==> config.mk <==
export PLATFORM = sky130hd
export DESIGN_NAME = led_fader
export DESIGN_NICKNAME = d
export VERILOG_FILES = /design/src/rtl/led_fader_pkg.sv /design/src/rtl/pwm_gen.sv /design/src/rtl/led_fader.sv
export SDC_FILE = /design/constraint.sdc
export NUM_CORES = 1
export LEC_CHECK = 0
export BUFFER_PORTS_ARGS = -buffer_cell sky130_fd_sc_hd__buf_2
export CAP_MARGIN = 20
export CORE_UTILIZATION = 39
export DETAILED_ROUTE_END_ITERATION = 10
export GPL_TIMING_DRIVEN = 0
export PLACE_DENSITY_LB_ADDON = 0.25
export SLEW_MARGIN = 40
export SYNTH_ARGS = -nofsm -noshare
export SYNTH_HDL_FRONTEND = slang
export SYNTH_SLANG_ARGS = --single-unit
export TNS_END_PERCENT = 20
==> constraint.sdc <==
create_clock -name clk -period 3.71 [get_ports clk]
set_clock_uncertainty 0.05 [all_clocks]
set_input_delay 0.5565 -clock clk [delete_from_list [all_inputs] [get_ports clk]]
set_output_delay 0.5565 -clock clk [all_outputs]
set_load 0.01 [all_outputs]
==> src/rtl/led_fader_pkg.sv <==
// Shared types for the LED fader: FSM state enum and phase encodings.
package led_fader_pkg;

  typedef enum logic [1:0] {
    RAMP_UP   = 2'd0,
    HOLD_HI   = 2'd1,
    RAMP_DOWN = 2'd2,
    HOLD_LO   = 2'd3
  } fade_state_t;

  localparam logic [1:0] PHASE_RAMP_UP   = 2'd0;
  localparam logic [1:0] PHASE_HOLD_HI   = 2'd1;
  localparam logic [1:0] PHASE_RAMP_DOWN = 2'd2;
  localparam logic [1:0] PHASE_HOLD_LO   = 2'd3;

endpackage

==> src/rtl/pwm_gen.sv <==
// PWM generator: free-running counter, period-boundary duty latch, registered LED drive.
module pwm_gen #(
  parameter int unsigned PWM_BITS = 8
) (
  input  logic                clk,
  input  logic                reset_n,
  input  logic                en,
  input  logic [PWM_BITS-1:0] duty,
  output logic                led
);

  localparam logic [PWM_BITS-1:0] MAX = '1;

  logic [PWM_BITS-1:0] r_cnt;
  logic [PWM_BITS-1:0] r_duty;
  logic                r_led;

  // Duty only updates at the end of a period so a level change never splits one.
  always_ff @(posedge clk or negedge reset_n) begin
    if (!reset_n) begin
      r_cnt  <= '0;
      r_duty <= '0;
      r_led  <= 1'b0;
    end else begin
      r_led <= en & (r_cnt < r_duty);
      if (en) begin
        r_cnt <= r_cnt + PWM_BITS'(1);
        if (r_cnt == MAX) begin
          r_duty <= duty;
        end
      end
    end
  end

  assign led = r_led;

endmodule

==> src/rtl/led_fader.sv <==
// LED fader: tick-paced ramp/hold FSM driving a PWM generator.
// Optional LED_FADER_GAMMA_EN squares the level into the PWM duty.
module led_fader
  import led_fader_pkg::*;
#(
  parameter int unsigned PWM_BITS   = 8,
  parameter int unsigned STEP       = 1,
  parameter int unsigned HOLD_TICKS = 16
) (
  input  logic                clk,
  input  logic                reset_n,
  input  logic                en,
  input  logic                tick,
  output logic                led,
  output logic [PWM_BITS-1:0] level,
  output logic [1:0]          phase
);

  localparam int unsigned LW = PWM_BITS + 1;
  localparam int unsigned HW = (HOLD_TICKS > 1) ? $clog2(HOLD_TICKS) : 1;
  localparam logic [PWM_BITS-1:0] MAX       = '1;
  localparam logic [LW-1:0]       MAX_W     = {1'b0, MAX};
  localparam logic [LW-1:0]       STEP_W    = LW'(STEP);
  localparam logic [HW-1:0]       HOLD_LAST = HW'(HOLD_TICKS - 1);

  fade_state_t         r_state;
  logic [PWM_BITS-1:0] r_level;
  logic [HW-1:0]       r_hold_cnt;

  logic [LW-1:0]       w_up;
  logic [LW-1:0]       w_down;
  logic                w_floor;
  logic [PWM_BITS-1:0] w_duty;

  // One extra bit makes overflow and borrow visible for exact saturation.
  assign w_up    = {1'b0, r_level} + STEP_W;
  assign w_down  = {1'b0, r_level} - STEP_W;
  assign w_floor = w_down[PWM_BITS] || (w_down == '0);

  always_ff @(posedge clk or negedge reset_n) begin
    if (!reset_n) begin
      r_state    <= RAMP_UP;
      r_level    <= '0;
      r_hold_cnt <= '0;
    end else if (en && tick) begin
      case (r_state)
        RAMP_UP: begin
          if (w_up >= MAX_W) begin
            r_level <= MAX;
            r_state <= HOLD_HI;
          end else begin
            r_level <= w_up[PWM_BITS-1:0];
          end
        end
        HOLD_HI: begin
          if (r_hold_cnt == HOLD_LAST) begin
            r_hold_cnt <= '0;
            r_state    <= RAMP_DOWN;
          end else begin
            r_hold_cnt <= r_hold_cnt + HW'(1);
          end
        end
        RAMP_DOWN: begin
          if (w_floor) begin
            r_level <= '0;
            r_state <= HOLD_LO;
          end else begin
            r_level <= w_down[PWM_BITS-1:0];
          end
        end
        HOLD_LO: begin
          if (r_hold_cnt == HOLD_LAST) begin
            r_hold_cnt <= '0;
            r_state    <= RAMP_UP;
          end else begin
            r_hold_cnt <= r_hold_cnt + HW'(1);
          end
        end
        default: r_state <= RAMP_UP;
      endcase
    end
  end

`ifdef LED_FADER_GAMMA_EN
  localparam int unsigned GW = 2 * PWM_BITS;
  assign w_duty = PWM_BITS'((GW'(r_level) * GW'(r_level)) >> PWM_BITS);
`else
  assign w_duty = r_level;
`endif

  pwm_gen #(
    .PWM_BITS (PWM_BITS)
  ) u_pwm_gen (
    .clk     (clk),
    .reset_n (reset_n),
    .en      (en),
    .duty    (w_duty),
    .led     (led)
  );

  assign level = r_level;
  assign phase = r_state;

endmodule

Yosys cells after proc, flatten, opt, wreduce, memory -nomap -nowiden
Cells that the tools add are included.
{"block": "word_totals", "reg_bits": 31, "in_bits": 4, "out_inout_bits": 11, "wordCells": 41}
{"block": "op_classes", "add_sub_neg": 4, "order_cmp": 2, "eq_ne": 9, "mux": 9, "n_bitwise": 1, "n_reduce_logical": 10}
{"op": "$mux W8", "count": 2}
{"op": "$pmux W8 S2", "count": 1}
{"op": "$add A8 B1 Y9 const B", "count": 1}
{"op": "$ge A9 B8 Y1 const B", "count": 1}
{"op": "$logic_not A9 Y1", "count": 1}
{"op": "$sub A8 B1 Y9 const B", "count": 1}
{"op": "$add A8 B1 Y8 const B", "count": 1}
{"op": "$eq A8 B8 Y1 const B", "count": 1}
{"op": "$lt A8 B8 Y1", "count": 1}
{"op": "$mux W2", "count": 4}
{"op": "$ne A2 B2 Y1 const B", "count": 4}
{"op": "$pmux W2 S4", "count": 1}
{"op": "$reduce_and A2 Y1", "count": 3}
{"op": "$reduce_and A5 Y1", "count": 1}
{"op": "$add A4 B1 Y4 const B", "count": 1}
{"op": "$eq A2 B2 Y1 const B", "count": 2}
{"op": "$eq A4 B4 Y1 const B", "count": 1}
{"op": "$mux W4", "count": 1}
{"op": "$eq A2 B1 Y1 const B", "count": 1}
{"op": "$logic_not A2 Y1", "count": 1}
{"op": "$reduce_bool A2 Y1", "count": 1}
{"op": "$reduce_or A2 Y1", "count": 1}
{"op": "$and A1 B1 Y1", "count": 1}
{"op": "$logic_and A1 B1 Y1", "count": 1}
{"op": "$logic_or A1 B1 Y1", "count": 1}

Logic depth before layout (Yosys ltp)
Gate-level depths: netlist (run 1).
{"block": "logic_depth", "ltp_word": 5, "depth_mapped": 9, "depth_no_buf": 8}

Modules after synthesis
From an unflattened synthesis (run 1), not the netlist that was laid out.
{"block": "hier_totals", "cells_unflattened": 214, "hier_area_um2": 2187.1}
{"module": "led_fader", "n_inst": 1, "cells_per_inst": 147, "area_each_um2": 1280.0, "seq_area_each_um2": 350.3}
{"module": "pwm_gen", "n_inst": 1, "cells_per_inst": 67, "area_each_um2": 907.1, "seq_area_each_um2": 425.4}

Worst setup path after synthesis (run 1)
No wires, ideal clock.
{"block": "synth_timing", "path_kind": "flip-flop to flip-flop", "from": "reg r_level[1], in the netlist level[1]", "to": "reg r_state[1], in the netlist phase[1]", "setup_time_ns": 0.128, "t_arrival_ns": 2.386, "required_ns": 3.532, "path_slack_ns": 1.147, "stages_incl_launch_ff": 8, "path_buffers": 1, "period_less_slack_ns": 2.563, "cell_sequence": "dfrtp_1 buf_6 or4_4 o31a_1 o41a_1 o21ai_2 nor3b_2 mux2_1"}
{"block": "synth_between", "elab_chain_len": 5, "word_cells_on_any_way": 8, "cone_classes": "add/sub (2); order compare (1); eq/ne (2); reduce/logical (3)"}
{"item": "start: declaration", "line": "led_fader.sv:27", "rtl": "logic [PWM_BITS-1:0] r_level;"}
{"item": "start signal: assignment", "line": "led_fader.sv:52", "rtl": "r_level <= w_up[PWM_BITS-1:0];"}
{"item": "start signal: assignment", "line": "led_fader.sv:68", "rtl": "r_level <= w_down[PWM_BITS-1:0];"}
{"item": "parallel branches: the longest is 4 deep, another holds $add A8 B1 Y9"}
{"item": "$reduce_and A5 Y1 (no source line) (*)"}
{"item": "end signal: assignment", "line": "led_fader.sv:42", "rtl": "r_state <= RAMP_UP;"}
{"item": "end signal: assignment", "line": "led_fader.sv:50", "rtl": "r_state <= HOLD_HI;"}
{"item": "end signal: assignment", "line": "led_fader.sv:58", "rtl": "r_state <= RAMP_DOWN;"}
{"item": "end: declaration", "line": "led_fader.sv:26", "rtl": "fade_state_t r_state;"}
Mark *: on every way between the ends.
A chain may end at the register's enable or synchronous reset.

Worst setup path after layout (run 1)
{"block": "layout_timing", "from": "reg r_level[0], in the netlist level[0]", "to": "reg r_state[1], in the netlist phase[1]"}
Same word-level chain as after synthesis.

==> out/metrics.cfg, run 1 <==
[flow_run]
cap_violations=0

[worst_setup_path]
path_class=register to register
critPathLaunchType=register
slowest_delay_ns=0.64
worst_ep_arrival_time_ns=2.88
crit_buf_inv=2
required_ns=3.83
cp_cell_sequence=buf_2 -> inv_1 -> ha_1 -> a21oi_1 -> o41ai_1 -> a21boi_0 -> nor3b_2 -> mux2_1
cp_slowest_cell=o41ai_1
cp_max_fo=8
cpLargestDelayFamily=compound AO/OA/AOI/OAI gates
crit_path_end_kind=register

[yosys]
synthCells=226
yosys_warnings=0
synthesis.nets=247
synth_top_area_cell=dfrtp_1
syn_avg_cell_area_um2=8.969
synth_top_area_share_pct=38.27
synth_cell_types=47
synth_edf_count=0
synthArstFlopShare_pct=100.0
synth_area_leaders=dfrtp_1 (38%), ha_1 (10%), o21ai_0 (5.9%), xnor2_1 (4.3%), nand2_1 (3.7%)
synth_seq_area_share_pct=38.27
ys.flop_type=dfrtp_1
ys_seq_elements=31
syn_area_um2=2027

[detailed_routing]
wl_met3_um=226
final_antenna_net_count=0
top_layer=met4
wirelength_met1_um=2039
via_count=1674
drtPass1Iterations=4
wl_per_cell_um=13.19
drcViolationCount=0
routed_via_density=5.331
wirelength_um=4141
wl_met2_um=1838
drt_iter0_drc=98

[final_layout]
nets=267
drive_above_1_share_pct=12.96
area_growth_syn_to_layout_pct=11.91
fillCellCount=486
final_cell_mix=dfrtp_1 (31), o21ai_0 (24), nand2_1 (20)
antenna_cells=0
final_common_cell=dfrtp_1
stdcell_count=314
design_area_um2=2268

[clocking]
clockRootBuffer=clkbuf_8
cts_buffer_depth=2
cts.sinks=31
cts_setup_buffers=0
cts_hold_buf=0
cts_tree=built
clkTransAtPathRegs_ns=0.07
numCtsBuffers=5
clk_latency_ns=0.29
h-tree-depth=2
cts.repair.resized=0

[run_status]
status=completed

[sta]
rsz0062_at_grt=false
hold_viol_final=0
setup_violations=0
maxSlewViolCount=0
period_share_pct=74.40
layout_setup_ws_ns=0.9498
fmax_mhz=362.3
fin_tns_setup_ns=0
finalCriticalPeriod_ns=2.760
worst_slew_pin_slew_ns=0.6783
max_slew_margin_pct=54.19

[placement]
dpl.hpwl_um=3016
pre_cts_ws_ns=0.9860
place_inst=306
port_buffers=13
gp_congestion=0.8897
post_dp_cell_area_um2=2181

[grt]
grt_pass1_vias=1561
grt_max_degree=32
grt_overflow=0
antenna_found_initial=0
track_usage_pct=17.37
grt_pass1_wl_um=7189

[floorplan]
die_area_um2=5489
start_util_pct=41.81
die_x_um=74.09
rows=25
chipHeight_um=74.09
core_um2=4848
io_pins=15

[power_and_ir_drop]
p_leak_nw=0.9698
power_mw=1.401
ir_drop_uv=248.0
powerDensity_nw_per_um2=617.6

[min_path]
hold_path.class=input port to asynchronous set/reset pin

state kept, by name, summed over array words and instances (netlist names):
register,count
phase,2
level,8
u_pwm_gen.led,1
r_hold_cnt,4
u_pwm_gen.r_duty,8
u_pwm_gen.r_cnt,8
per-stage QoR:
step	util [%]	hold slack (ns)
after floorplan	-	0.2109
after global placement	44.88	0.4157
after detailed placement	44.98	0.4205
after CTS	46.74	0.2887
after global routing	46.79	0.1801
final	46.79	0.1457
final cells by class:
type	count	area (um^2)	share of cell area [%]
timing repair buffer	13	67.56	2.978
clock buffer	6	72.57	3.199
buffer	13	57.56	2.537
multi-input combinational	166	1139	50.19
inverter	16	60.06	2.648
clock inverter	2	12.51	0.5516
sequential	31	775.7	34.20
tap	67	83.83	3.696
per-layer routing:
metal	vias up	track usage, %
met5	-	0
met4	0	8.333
met3	4	2.439
met2	44	26.87
met1	785	23.88
li1	841	-
worst register-to-register path: stages, from the launching register on:
cell and delay [ns]:
dfrtp_1 0.39, buf_2 0.22, inv_1 0.13, ha_1 0.33
a21oi_1 0.09, o41ai_1 0.64, a21boi_0 0.23, nor3b_2 0.24
mux2_1 0.34
synth_stat cells, types with 2 or more instances:
cell / count
buf_1: 3
nand3_1: 8
nor3b_1: 2
ha_1: 17
a21o_1: 3
xor2_1: 2
nand2_1: 20
and3_1: 3
a22oi_1: 2
mux2_1: 2
nor2_1: 19
o211ai_1: 4
o31a_1: 2
clkbuf_1: 8
o31ai_1: 2
o21ai_0: 24
a21oi_1: 4
mux2_2: 5
a31oi_1: 5
nand4_1: 8
inv_1: 16
or3_1: 2
dfrtp_1: 31
nor4_1: 2
xnor2_1: 10
path summary, 6_finish.rpt:
path | startpoint | endpoint | slack, ns | cells past startpoint
worst max register to register | level[0] | phase[1] | 0.95 | 8
worst min-delay path | reset_n | u_pwm_gen.r_cnt[3] | 0.15 | 1
min in group clk | u_pwm_gen.r_duty[2] | u_pwm_gen.r_duty[2] | 0.43 | 2
worst max-delay path | level[0] | phase[1] | 0.95 | 8
worst min register to register | u_pwm_gen.r_duty[2] | u_pwm_gen.r_duty[2] | 0.43 | 2
max in group asynchronous | reset_n | level[6] | 3.17 | 1
power breakdown:
part	total, mW	internal (mW)	switching, mW
Clock	0.265	0.131	0.134
Combinational	0.633	0.266	0.367
Sequential	0.503	0.419	0.0847
Total	1.40	0.816	0.585
kinds of logic (layout without fill, tap and decap cells):
family | after synthesis | count (layout) | synth area share, %
AOI/OAI and AO/OA | 58 | 58 | 18.40
xor gates and xnor gates | 12 | 12 | 5.185
adders and majority gates | 17 | 17 | 10.49
buffers and inverters | 29 | 50 | 5.802
DFF | 31 | 31 | 38.27
muxes | 8 | 8 | 4.382
and+or+nand+nor | 71 | 71 | 17.47
Note: power is estimated with default switching activity, not from simulation.
==> inputs of run 2 (changes only) <==
Clock period 3.71 ns to 2.8 ns, I/O delays scaled along.
==> run 2 against run 1 <==
Cell count rose by 0.32%. Worst hold slack got worse by 0.14 ns. Largest cell class unchanged. Cell area increased by 1.4%. Count of clock-buffer cells in the layout did not move.
==> out/metrics.cfg, run 2 (synthesis gave the netlist of run 1 again) <==
[worst_setup_path]
worst_ep_arrival_time_ns=2.79  ; was 2.88 ns
crit_path_end_kind=register  ; unchanged
path_class=register to register  ; unchanged
critPathLaunchType=register  ; unchanged
cp_max_fo=8  ; unchanged
required_ns=2.92  ; was 3.83 ns
r2r_start=level[1]  ; was level[0]
crit_start=level[1]  ; was level[0]

[sta]
fmax_mhz=374.6  ; was 362.3 MHz
fin_tns_setup_ns=0  ; unchanged
max_slew_margin_pct=61.19  ; was 54.19%
worst_hold_slack_ns=0.009473  ; was 0.1457 ns
period_share_pct=95.35  ; was 74.40%
worst_slew_pin_slew_ns=0.5794  ; was 0.6783 ns
finalCriticalPeriod_ns=2.670  ; was 2.760 ns
layout_setup_ws_ns=0.1303  ; was 0.9498 ns
maxSlewViolCount=0  ; unchanged
hold_viol_final=0  ; unchanged
setup_violations=0  ; unchanged
rsz0062_at_grt=false  ; unchanged

[clocking]
clockRootBuffer=clkbuf_8  ; unchanged
h-tree-depth=2  ; unchanged
clkTransAtPathRegs_ns=0.07  ; about the same
cts_buffer_depth=2  ; unchanged
numCtsBuffers=5  ; unchanged
clk_latency_ns=0.29  ; about the same
cts.sinks=31  ; unchanged
cts_tree=built  ; unchanged

[detailed_routing]
drt_iter0_drc=116  ; was 98
routed_via_density=5.349  ; was 5.331
drtPass1Iterations=5  ; was 4
via_count=1685  ; was 1674
wl_per_cell_um=13.50  ; was 13.19 um
wirelength_um=4254  ; was 4141 um
drcViolationCount=0  ; unchanged
final_antenna_net_count=0  ; unchanged

[floorplan]
die_x_um=74.09  ; unchanged
chipHeight_um=74.09  ; unchanged
start_util_pct=41.81  ; unchanged
rows=25  ; unchanged
die_area_um2=5489  ; unchanged
core_um2=4848  ; unchanged
io_pins=15  ; unchanged

[final_layout]
stdcell_count=315  ; was 314
design_area_um2=2300  ; was 2268 um^2
area_growth_syn_to_layout_pct=13.46  ; was 11.91%
nets=268  ; was 267
drive_above_1_share_pct=14.11  ; was 12.96%
fin_util_pct=47.43  ; was 46.79%
antenna_cells=0  ; unchanged
final_cell_mix=dfrtp_1 (30), o21ai_0 (24), nand2_1 (20)  ; was dfrtp_1 (31), o21ai_0 (24), nand2_1 (20)
final_common_cell=dfrtp_1  ; unchanged

[placement]
pre_cts_ws_ns=0.07601  ; was 0.9860 ns
place_inst=306  ; unchanged
port_buffers=13  ; unchanged
post_dp_cell_area_um2=2181  ; unchanged
gp_congestion=0.8897  ; unchanged
dpl.hpwl_um=3016  ; unchanged

[power_and_ir_drop]
ir_drop_uv=366.4  ; was 248.0 uV
power_mw=1.895  ; was 1.401 mW
p_leak_nw=0.9834  ; was 0.9698 nW
powerDensity_nw_per_um2=824.0  ; was 617.6 nW/um^2

[grt]
grt_overflow=0  ; unchanged
grt_pass1_wl_um=7189  ; unchanged
grt_max_degree=32  ; unchanged
track_usage_pct=17.37  ; unchanged
antenna_found_initial=0  ; unchanged
grt_pass1_vias=1561  ; unchanged

[min_path]
hold_path.class=input port to asynchronous set/reset pin  ; unchanged

[flow_run]
cap_violations=0  ; unchanged

[run_status]
status=completed  ; unchanged

[run 2: cell types whose count changed in the layout (fill, tap and decap cells not counted), sizes merged]
cell,previous run,this run
buf,18,19
[run 2: worst max-delay path, stage by stage (launching register included)]
cell and delay [ns]:
dfrtp_1 0.41, buf_6 0.15, or4_4 0.55, o31a_1 0.25
o41a_1 0.36, o21ai_2 0.21, nor3b_4 0.23, mux2_1 0.34
[run 2: repair_timing]
action,CTS,global route
resized for setup,0,4
hold buffers,0,0
setup endpoints to repair,0,2
buffers inserted,0,2
[run 2: path summary, 6_finish.rpt]
kind                                  endpoint  slack (ns)  depth (start not counted)
max                                   phase[1]        0.13                          7
min                         u_pwm_gen.r_cnt[3]       0.009                          1
max reg2reg                           phase[1]        0.13                          7
min reg2reg                u_pwm_gen.r_duty[2]        0.43                          2
max in group asynchronous             level[0]        2.38                          1
min in group clk           u_pwm_gen.r_duty[2]        0.43                          2
[run 2: area by class of cell]
type | instances | area (um^2)
buffer | 12 | 52.55
clock buffer | 6 | 72.57
clock inverter | 2 | 12.51
fill | 483 | 2549
inverter | 16 | 60.06
multi-input combinational | 166 | 1159
sequential | 31 | 777.0
tap | 67 | 83.83
timing repair buffer | 15 | 82.58
[run 2: routing by layer]
layer / GRT usage (%) / up-vias / wire length, um
met4: 8.333 / 0 / 57
met1: 23.88 / 799 / 2079
li1: - / 842 / -
met2: 26.87 / 38 / 1935
met5: 0 / - / 0
met3: 2.439 / 6 / 182
[run 2: report_power, final]
group | switching [mW] | total (mW) | internal, mW | leakage (nW)
logic | 0.493 | 0.862 | 0.369 | 0.535
clock network | 0.177 | 0.350 | 0.174 | 0.0412
registers | 0.127 | 0.682 | 0.555 | 0.407
total | 0.797 | 1.89 | 1.10 | 0.983
